File: config.mk
export PLATFORM = sky130hd
export DESIGN_NAME = mem_port_arbiter
export DESIGN_NICKNAME = d
export VERILOG_FILES = /design/src/rtl/mem_port_arbiter.sv
export SDC_FILE = /design/constraint.sdc
export NUM_CORES = 1
export LEC_CHECK = 0
export CORE_AREA = 8 8 125 127
export CTS_BUF_LIST = sky130_fd_sc_hd__clkbuf_2 sky130_fd_sc_hd__clkbuf_4 sky130_fd_sc_hd__clkbuf_8
export DETAILED_ROUTE_END_ITERATION = 6
export DIE_AREA = 0 0 133 135
export PLACE_DENSITY_LB_ADDON = 0.2
export SYNTH_ARGS = -nofsm -noshare
export SYNTH_HDL_FRONTEND = slang
export SYNTH_SLANG_ARGS = --single-unit
export TNS_END_PERCENT = 10
File: constraint.sdc
create_clock -name iClk -period 2.2 [get_ports iClk]
set_input_delay 0.33 -clock iClk [delete_from_list [all_inputs] [get_ports iClk]]
set_output_delay 0.33 -clock iClk [all_outputs]
set_load 0.01 [all_outputs]
File: src/rtl/mem_port_arbiter.sv
// mem_port_arbiter
// Shares one single-ported synchronous memory between the instruction-fetch
// port and the data load/store port. One transaction at a time runs through
// IDLE -> ISSUE -> (WAIT) -> ACK; the owner's ack is a one-cycle pulse.
// MEM_LAT is the memory read latency (legal 1..7).
// Optional feature: define MEM_ARB_ROUND_ROBIN_EN to replace the fixed
// data-over-fetch priority by round-robin on simultaneous requests.
module mem_port_arbiter #(
    parameter int MEM_LAT = 1
) (
    input  logic        iClk,
    input  logic        iRst_n,
    input  logic        iIReq,
    input  logic [31:0] iIAddr,
    output logic        oIAck,
    output logic [31:0] oIData,
    input  logic        iDReq,
    input  logic        iDWe,
    input  logic [31:0] iDAddr,
    input  logic [31:0] iDWData,
    output logic        oDAck,
    output logic [31:0] oDRData,
    output logic [31:0] oMemAddr,
    output logic        oMemRead,
    output logic        oMemWrite,
    output logic [31:0] oMemWData,
    input  logic [31:0] iMemRData,
    output logic        oStall
);

    typedef enum logic [1:0] {
        ST_IDLE,
        ST_ISSUE,
        ST_WAIT,
        ST_ACK
    } state_t;

    // Counter reload: WAIT lasts MEM_LAT cycles, ending when the count is 0.
    localparam logic [2:0] WAIT_LOAD = 3'(MEM_LAT - 1);

    state_t      state_reg;
    logic        owner_data_reg;   // 1: data port owns the current transaction
    logic        write_reg;        // current transaction is a store
    logic [2:0]  wait_cnt_reg;
    logic        i_ack_reg;
    logic        d_ack_reg;
    logic [31:0] i_data_reg;
    logic [31:0] d_data_reg;
    logic [31:0] mem_addr_reg;
    logic        mem_read_reg;
    logic        mem_write_reg;
    logic [31:0] mem_wdata_reg;

    logic        grant_data;       // winner when arbitrating in IDLE

`ifdef MEM_ARB_ROUND_ROBIN_EN
    // 1: fetch wins the next tie (data was granted most recently).
    logic        prefer_fetch_reg;

    // Round-robin choice: only a tie consults the pointer.
    always_comb begin
        grant_data = iDReq;
        if (iDReq && iIReq) begin
            grant_data = ~prefer_fetch_reg;
        end
    end

    // Pointer follows every grant so the other port wins the next tie.
    always_ff @(posedge iClk or negedge iRst_n) begin
        if (!iRst_n) begin
            prefer_fetch_reg <= 1'b0;
        end else if (state_reg == ST_IDLE && (iIReq || iDReq)) begin
            prefer_fetch_reg <= grant_data;
        end
    end
`else
    // Fixed priority: the data access belongs to the older instruction.
    always_comb begin
        grant_data = iDReq;
    end
`endif

    // Transaction sequencer: arbitration, memory command, latency wait, ack.
    always_ff @(posedge iClk or negedge iRst_n) begin
        if (!iRst_n) begin
            state_reg      <= ST_IDLE;
            owner_data_reg <= 1'b0;
            write_reg      <= 1'b0;
            wait_cnt_reg   <= 3'd0;
            i_ack_reg      <= 1'b0;
            d_ack_reg      <= 1'b0;
            i_data_reg     <= 32'd0;
            d_data_reg     <= 32'd0;
            mem_addr_reg   <= 32'd0;
            mem_read_reg   <= 1'b0;
            mem_write_reg  <= 1'b0;
            mem_wdata_reg  <= 32'd0;
        end else begin
            // Strobes and acks are single-cycle pulses by default.
            mem_read_reg  <= 1'b0;
            mem_write_reg <= 1'b0;
            i_ack_reg     <= 1'b0;
            d_ack_reg     <= 1'b0;
            case (state_reg)
                ST_IDLE: begin
                    if (iIReq || iDReq) begin
                        owner_data_reg <= grant_data;
                        if (grant_data) begin
                            mem_addr_reg  <= iDAddr;
                            mem_wdata_reg <= iDWData;
                            mem_read_reg  <= ~iDWe;
                            mem_write_reg <= iDWe;
                            write_reg     <= iDWe;
                        end else begin
                            // Fetch port is read-only.
                            mem_addr_reg  <= iIAddr;
                            mem_read_reg  <= 1'b1;
                            write_reg     <= 1'b0;
                        end
                        state_reg <= ST_ISSUE;
                    end
                end
                ST_ISSUE: begin
                    if (write_reg) begin
                        d_ack_reg <= 1'b1;
                        state_reg <= ST_ACK;
                    end else begin
                        wait_cnt_reg <= WAIT_LOAD;
                        state_reg    <= ST_WAIT;
                    end
                end
                ST_WAIT: begin
                    if (wait_cnt_reg == 3'd0) begin
                        if (owner_data_reg) begin
                            d_data_reg <= iMemRData;
                            d_ack_reg  <= 1'b1;
                        end else begin
                            i_data_reg <= iMemRData;
                            i_ack_reg  <= 1'b1;
                        end
                        state_reg <= ST_ACK;
                    end else begin
                        wait_cnt_reg <= wait_cnt_reg - 3'd1;
                    end
                end
                ST_ACK: begin
                    // No arbitration here: the acked port's req is still high.
                    state_reg <= ST_IDLE;
                end
                default: begin
                    state_reg <= ST_IDLE;
                end
            endcase
        end
    end

    assign oIAck     = i_ack_reg;
    assign oIData    = i_data_reg;
    assign oDAck     = d_ack_reg;
    assign oDRData   = d_data_reg;
    assign oMemAddr  = mem_addr_reg;
    assign oMemRead  = mem_read_reg;
    assign oMemWrite = mem_write_reg;
    assign oMemWData = mem_wdata_reg;
    assign oStall    = (iIReq & ~i_ack_reg) | (iDReq & ~d_ack_reg);

endmodule

Word-level counts from Yosys, hierarchy flattened
Index checks and enable logic that the tools add are counted.
{"block": "totals", "reg_bits": 139, "input_bits": 133, "out_inout_bits": 133, "elab_cells": 58}
{"block": "op_classes", "n_addsub": 1, "eq_ne": 7, "muxes": 21, "bitwise_logic": 7, "reduce_logical": 10}
{"op": "$mux 32", "n": 1}
{"op": "$mux 1", "n": 13}
{"op": "$reduce_and 3->1", "n": 4}
{"op": "$ne 2x2->1 const B", "n": 4}
{"op": "$pmux 2 s4", "n": 1}
{"op": "$mux 3", "n": 2}
{"op": "$pmux 3 s2", "n": 1}
{"op": "$eq 2x2->1 const B", "n": 2}
{"op": "$mux 2", "n": 2}
{"op": "$not 1->1", "n": 4}
{"op": "$reduce_and 2->1", "n": 2}
{"op": "$logic_not 3->1", "n": 1}
{"op": "$sub 3x1->3 const B", "n": 1}
{"op": "$and 1x1->1", "n": 2}
{"op": "$eq 2x1->1 const B", "n": 1}
{"op": "$logic_not 2->1", "n": 1}
{"op": "$pmux 1 s2", "n": 1}
{"op": "$reduce_bool 2->1", "n": 1}
{"op": "$logic_or 1x1->1", "n": 1}
{"op": "$or 1x1->1", "n": 1}

Longest topological paths before layout
{"block": "logic_depth", "depth_word": 4, "mapped_depth": 7}

Worst setup path before layout
OpenSTA, ideal clock, no wires.
{"block": "synth_path", "kind": "register to register", "startpoint": "register state_reg[0]", "endpoint": "register i_data_reg[10], in the netlist oIData[10]", "arrival_time_ps": 1541, "required_ps": 2075, "slack_ps": 534, "path_stages_with_launch": 8, "n_path_buf": 2, "cell_sequence": "dfrtp_1 -> inv_1 -> ha_1 -> and3b_1 -> nor2b_1 -> buf_6 -> buf_6 -> mux2_4"}
{"block": "synth_between", "elab_chain_cells": 2}
{"element": "from (decl)", "line": "41", "text": "state_t state_reg;"}
{"element": "from (signal assigned)", "line": "86", "text": "state_reg <= ST_IDLE;"}
{"element": "from (signal assigned)", "line": "120", "text": "state_reg <= ST_ISSUE;"}
{"element": "from (signal assigned)", "line": "126", "text": "state_reg <= ST_ACK;"}
{"element": "$eq 2x2->1", "line": "104", "text": "case (state_reg)"}
{"element": "$reduce_and 3->1 (no source line)"}
{"element": "to (signal assigned)", "line": "138", "text": "i_data_reg <= iMemRData;"}
{"element": "to (decl)", "line": "47", "text": "logic [31:0] i_data_reg;"}
No other way between the ends.
A chain may end at the register's enable or synchronous reset.

Worst setup path in the final report
{"block": "layout_path", "startpoint": "input port iIReq", "endpoint": "output port oStall"}
{"block": "layout_between", "elab_chain_cells": 2}
{"element": "from (decl)", "line": "13", "text": "input logic iIReq,"}
{"element": "$and 1x1->1", "line": "165", "text": "assign oStall = (iIReq & ~i_ack_reg) | (iDReq & ~d_ack_reg);"}
{"element": "$or 1x1->1", "line": "165"}
{"element": "to (decl)", "line": "28", "text": "output logic oStall"}
No other way between the ends.

==> results.toml <==
[cts]
htreeDepth = 4
cts-root-buf = "clkbuf_8"
cts-resized-gates = 0
cts_buffers = 17
cts_tree = "yes"
cts.clk_slew.worst_paths_ps = 70
clock_sinks = 139
cts_buffer_depth = 2
clock_latency_ps = 430

[setup_path]
path_max_fanout = 2
crit_arrival_ps = 1720
r2r-start = "state_reg[0]$_DFFE_PN0P_"
required_ps = 1870
cp-end-kind = "output port"
crit_start = "iIReq"
crit_type = "input pin to output port"
crit_path_start_kind = "input pin"

[pwr]
p_total_mw = 12.6
p_per_area_nw_per_um2 = 1400
vdd_ir_drop_max_v = 0.000675
cellLeakagePower_nw = 3.91

[layout]
final_common_cell = "clkdlybuf4s50_1"
diodes = 0
final_cell_mix = "clkdlybuf4s50_1 (263), dfrtp_1 (139), mux2_2 (68)"
area_growth_syn_to_layout_pct = 57.5
drive_above_1_share_pct = 21.1
nets = 814

[logic_synthesis]
yosysWarnings = 0
avgSynthCellArea_um2 = 14.3
ys_ff_latch = 139
synth_edf_count = 0
postSynthCellCount = 400
synth-main-ff-cell = "dfrtp_1"
synth.cell_area_um2 = 5710
synth_cell_type_count = 32
syn_nets = 538
yosysSeqAreaShare_pct = 60.9
async_flop_share_pct = 100

[sta]
period_share_pct = 93.1
skew_ps = 12.9
final_hold_viol_count = 0
tightest_slew_ps = 489
min_period_ps = 2050
max_slew_margin_pct = 67.4
fin_setup_tns_ps = 0
fmax_ghz = 0.488
setup_viol_count_final = 0
maxSlewViolCount = 0
rsz0062_at_grt = "no"

[route]
via_per_inst = 4.81
wl_mm = 16.2
drc = 0
dr.pass1.iters = 4
drtAntennaViolNets = 0
vias = 4179
drt_iter0_markers = 137
routedWlPerCell_um = 18.7

[floorplanning]
row_count = 43
ios = 266
die_h_um = 135
core_um2 = 13600
die_x_um = 133
die_area_um2 = 18000
start_util_pct = 41.9

[global_routing]
grt_pass1_vias = 4624
grt_max_degree = 52
grt_pass1_wl_mm = 25.0
grt_antenna_before_repair = 1
track_usage_pct = 18.0
grt_overflow = 0

[status]
status = "completed"

[hold_path]
hold_start = "iDReq"
hp-class = "input pin to register"

[placed_design]
io_buffers = 265
gp_congestion = 0.736
dp_hpwl_mm = 12.7

[run]
maxCapViolCount = 0
==> Yosys cell counts, types with 3 or more instances <==
library cell	number	area share [%]
dfrtp_1	139	61
mux2_2	68	13
nand2_1	40	2.6
o21ai_0	35	3.1
mux2i_1	32	5.6
mux2_4	29	7.6
buf_2	11	0.96
inv_1	6	0.39
ha_1	5	1.1
buf_6	4	0.79
clkbuf_1	4	0.26
buf_4	3	0.39
o211ai_1	3	0.39
==> worst max-delay path: stages <==
cell and delay [ps]:
clkdlybuf4s50_1 530, inv_1 90, o22ai_1 160, clkdlybuf4s50_1 600
==> power by group <==
| part | internal, mW | switching, mW |
|---|---|---|
| Clock | 1.05 | 0.901 |
| Combinational | 3.72 | 2.37 |
| Sequential | 3.83 | 0.684 |
==> layer usage <==
| metal | share of wire [%] | vias to the layer above | global-route usage, % | wire [um] |
|---|---|---|---|---|
| met5 | 0.049 | - | 0 | 8 |
| met4 | 2.0 | 2 | 6.88 | 322 |
| met1 | 38 | 2013 | 19.3 | 6170 |
| li1 | - | 1951 | - | - |
| met2 | 50 | 188 | 29.8 | 8050 |
| met3 | 10 | 25 | 9.03 | 1680 |
==> kinds of logic after synthesis <==
group / Yosys count / synth area share (%)
DFF: 139 / 60.9
adders and majority gates: 5 / 1.10
AOI/OAI and AO/OA: 47 / 4.63
buffers and inverters: 28 / 2.81
and+or+nand+nor: 52 / 3.88
muxes: 129 / 26.7
==> layout make-up <==
| type | instances | area, um^2 |
|---|---|---|
| clock buffers | 25 | 319 |
| clock inverters | 6 | 62.6 |
| fillers | 1029 | 4620 |
| inverters | 6 | 22.5 |
| multi-input cells | 233 | 2090 |
| flip-flops and latches | 139 | 3480 |
| well taps | 180 | 225 |
| repair buffers | 279 | 2790 |
==> repair_timing <==
| action | CTS | global route |
|---|---|---|
| endpoints found under the hold margin | 47 | 0 |
| setup buffers | 0 | 0 |
| hold buffers | 1 | 0 |
==> final timing paths <==
| path | endpoint | slack (ps) | cells past startpoint |
|---|---|---|---|
| worst min-delay path | oMemRead$_DFF_PN0_ | 400 | 3 |
| min in group asynchronous | oDRData[22]$_DFFE_PN0P_ | 410 | 2 |
| worst min register to register | oMemAddr[24]$_DFFE_PN0P_ | 480 | 2 |
| worst max register to register | oIData[2]$_DFFE_PN0P_ | 320 | 6 |
| max in group asynchronous | oMemWData[12]$_DFFE_PN0P_ | 1100 | 3 |
| worst max-delay path | oStall | 150 | 4 |
==> per-stage QoR <==
stage	std cells	instance area, um^2	hold WS, ps	utilization, %	worst slack, ps
after floorplan	400	5710	34.4	-	534
after CTS	868	8990	365	66.0	136
after global routing	868	8990	399	66.0	117
after detailed placement	836	8600	311	63.2	130
after global placement	836	8600	303	63.2	107
final	868	8990	396	66.0	153
(Power assumes the default switching activity.)
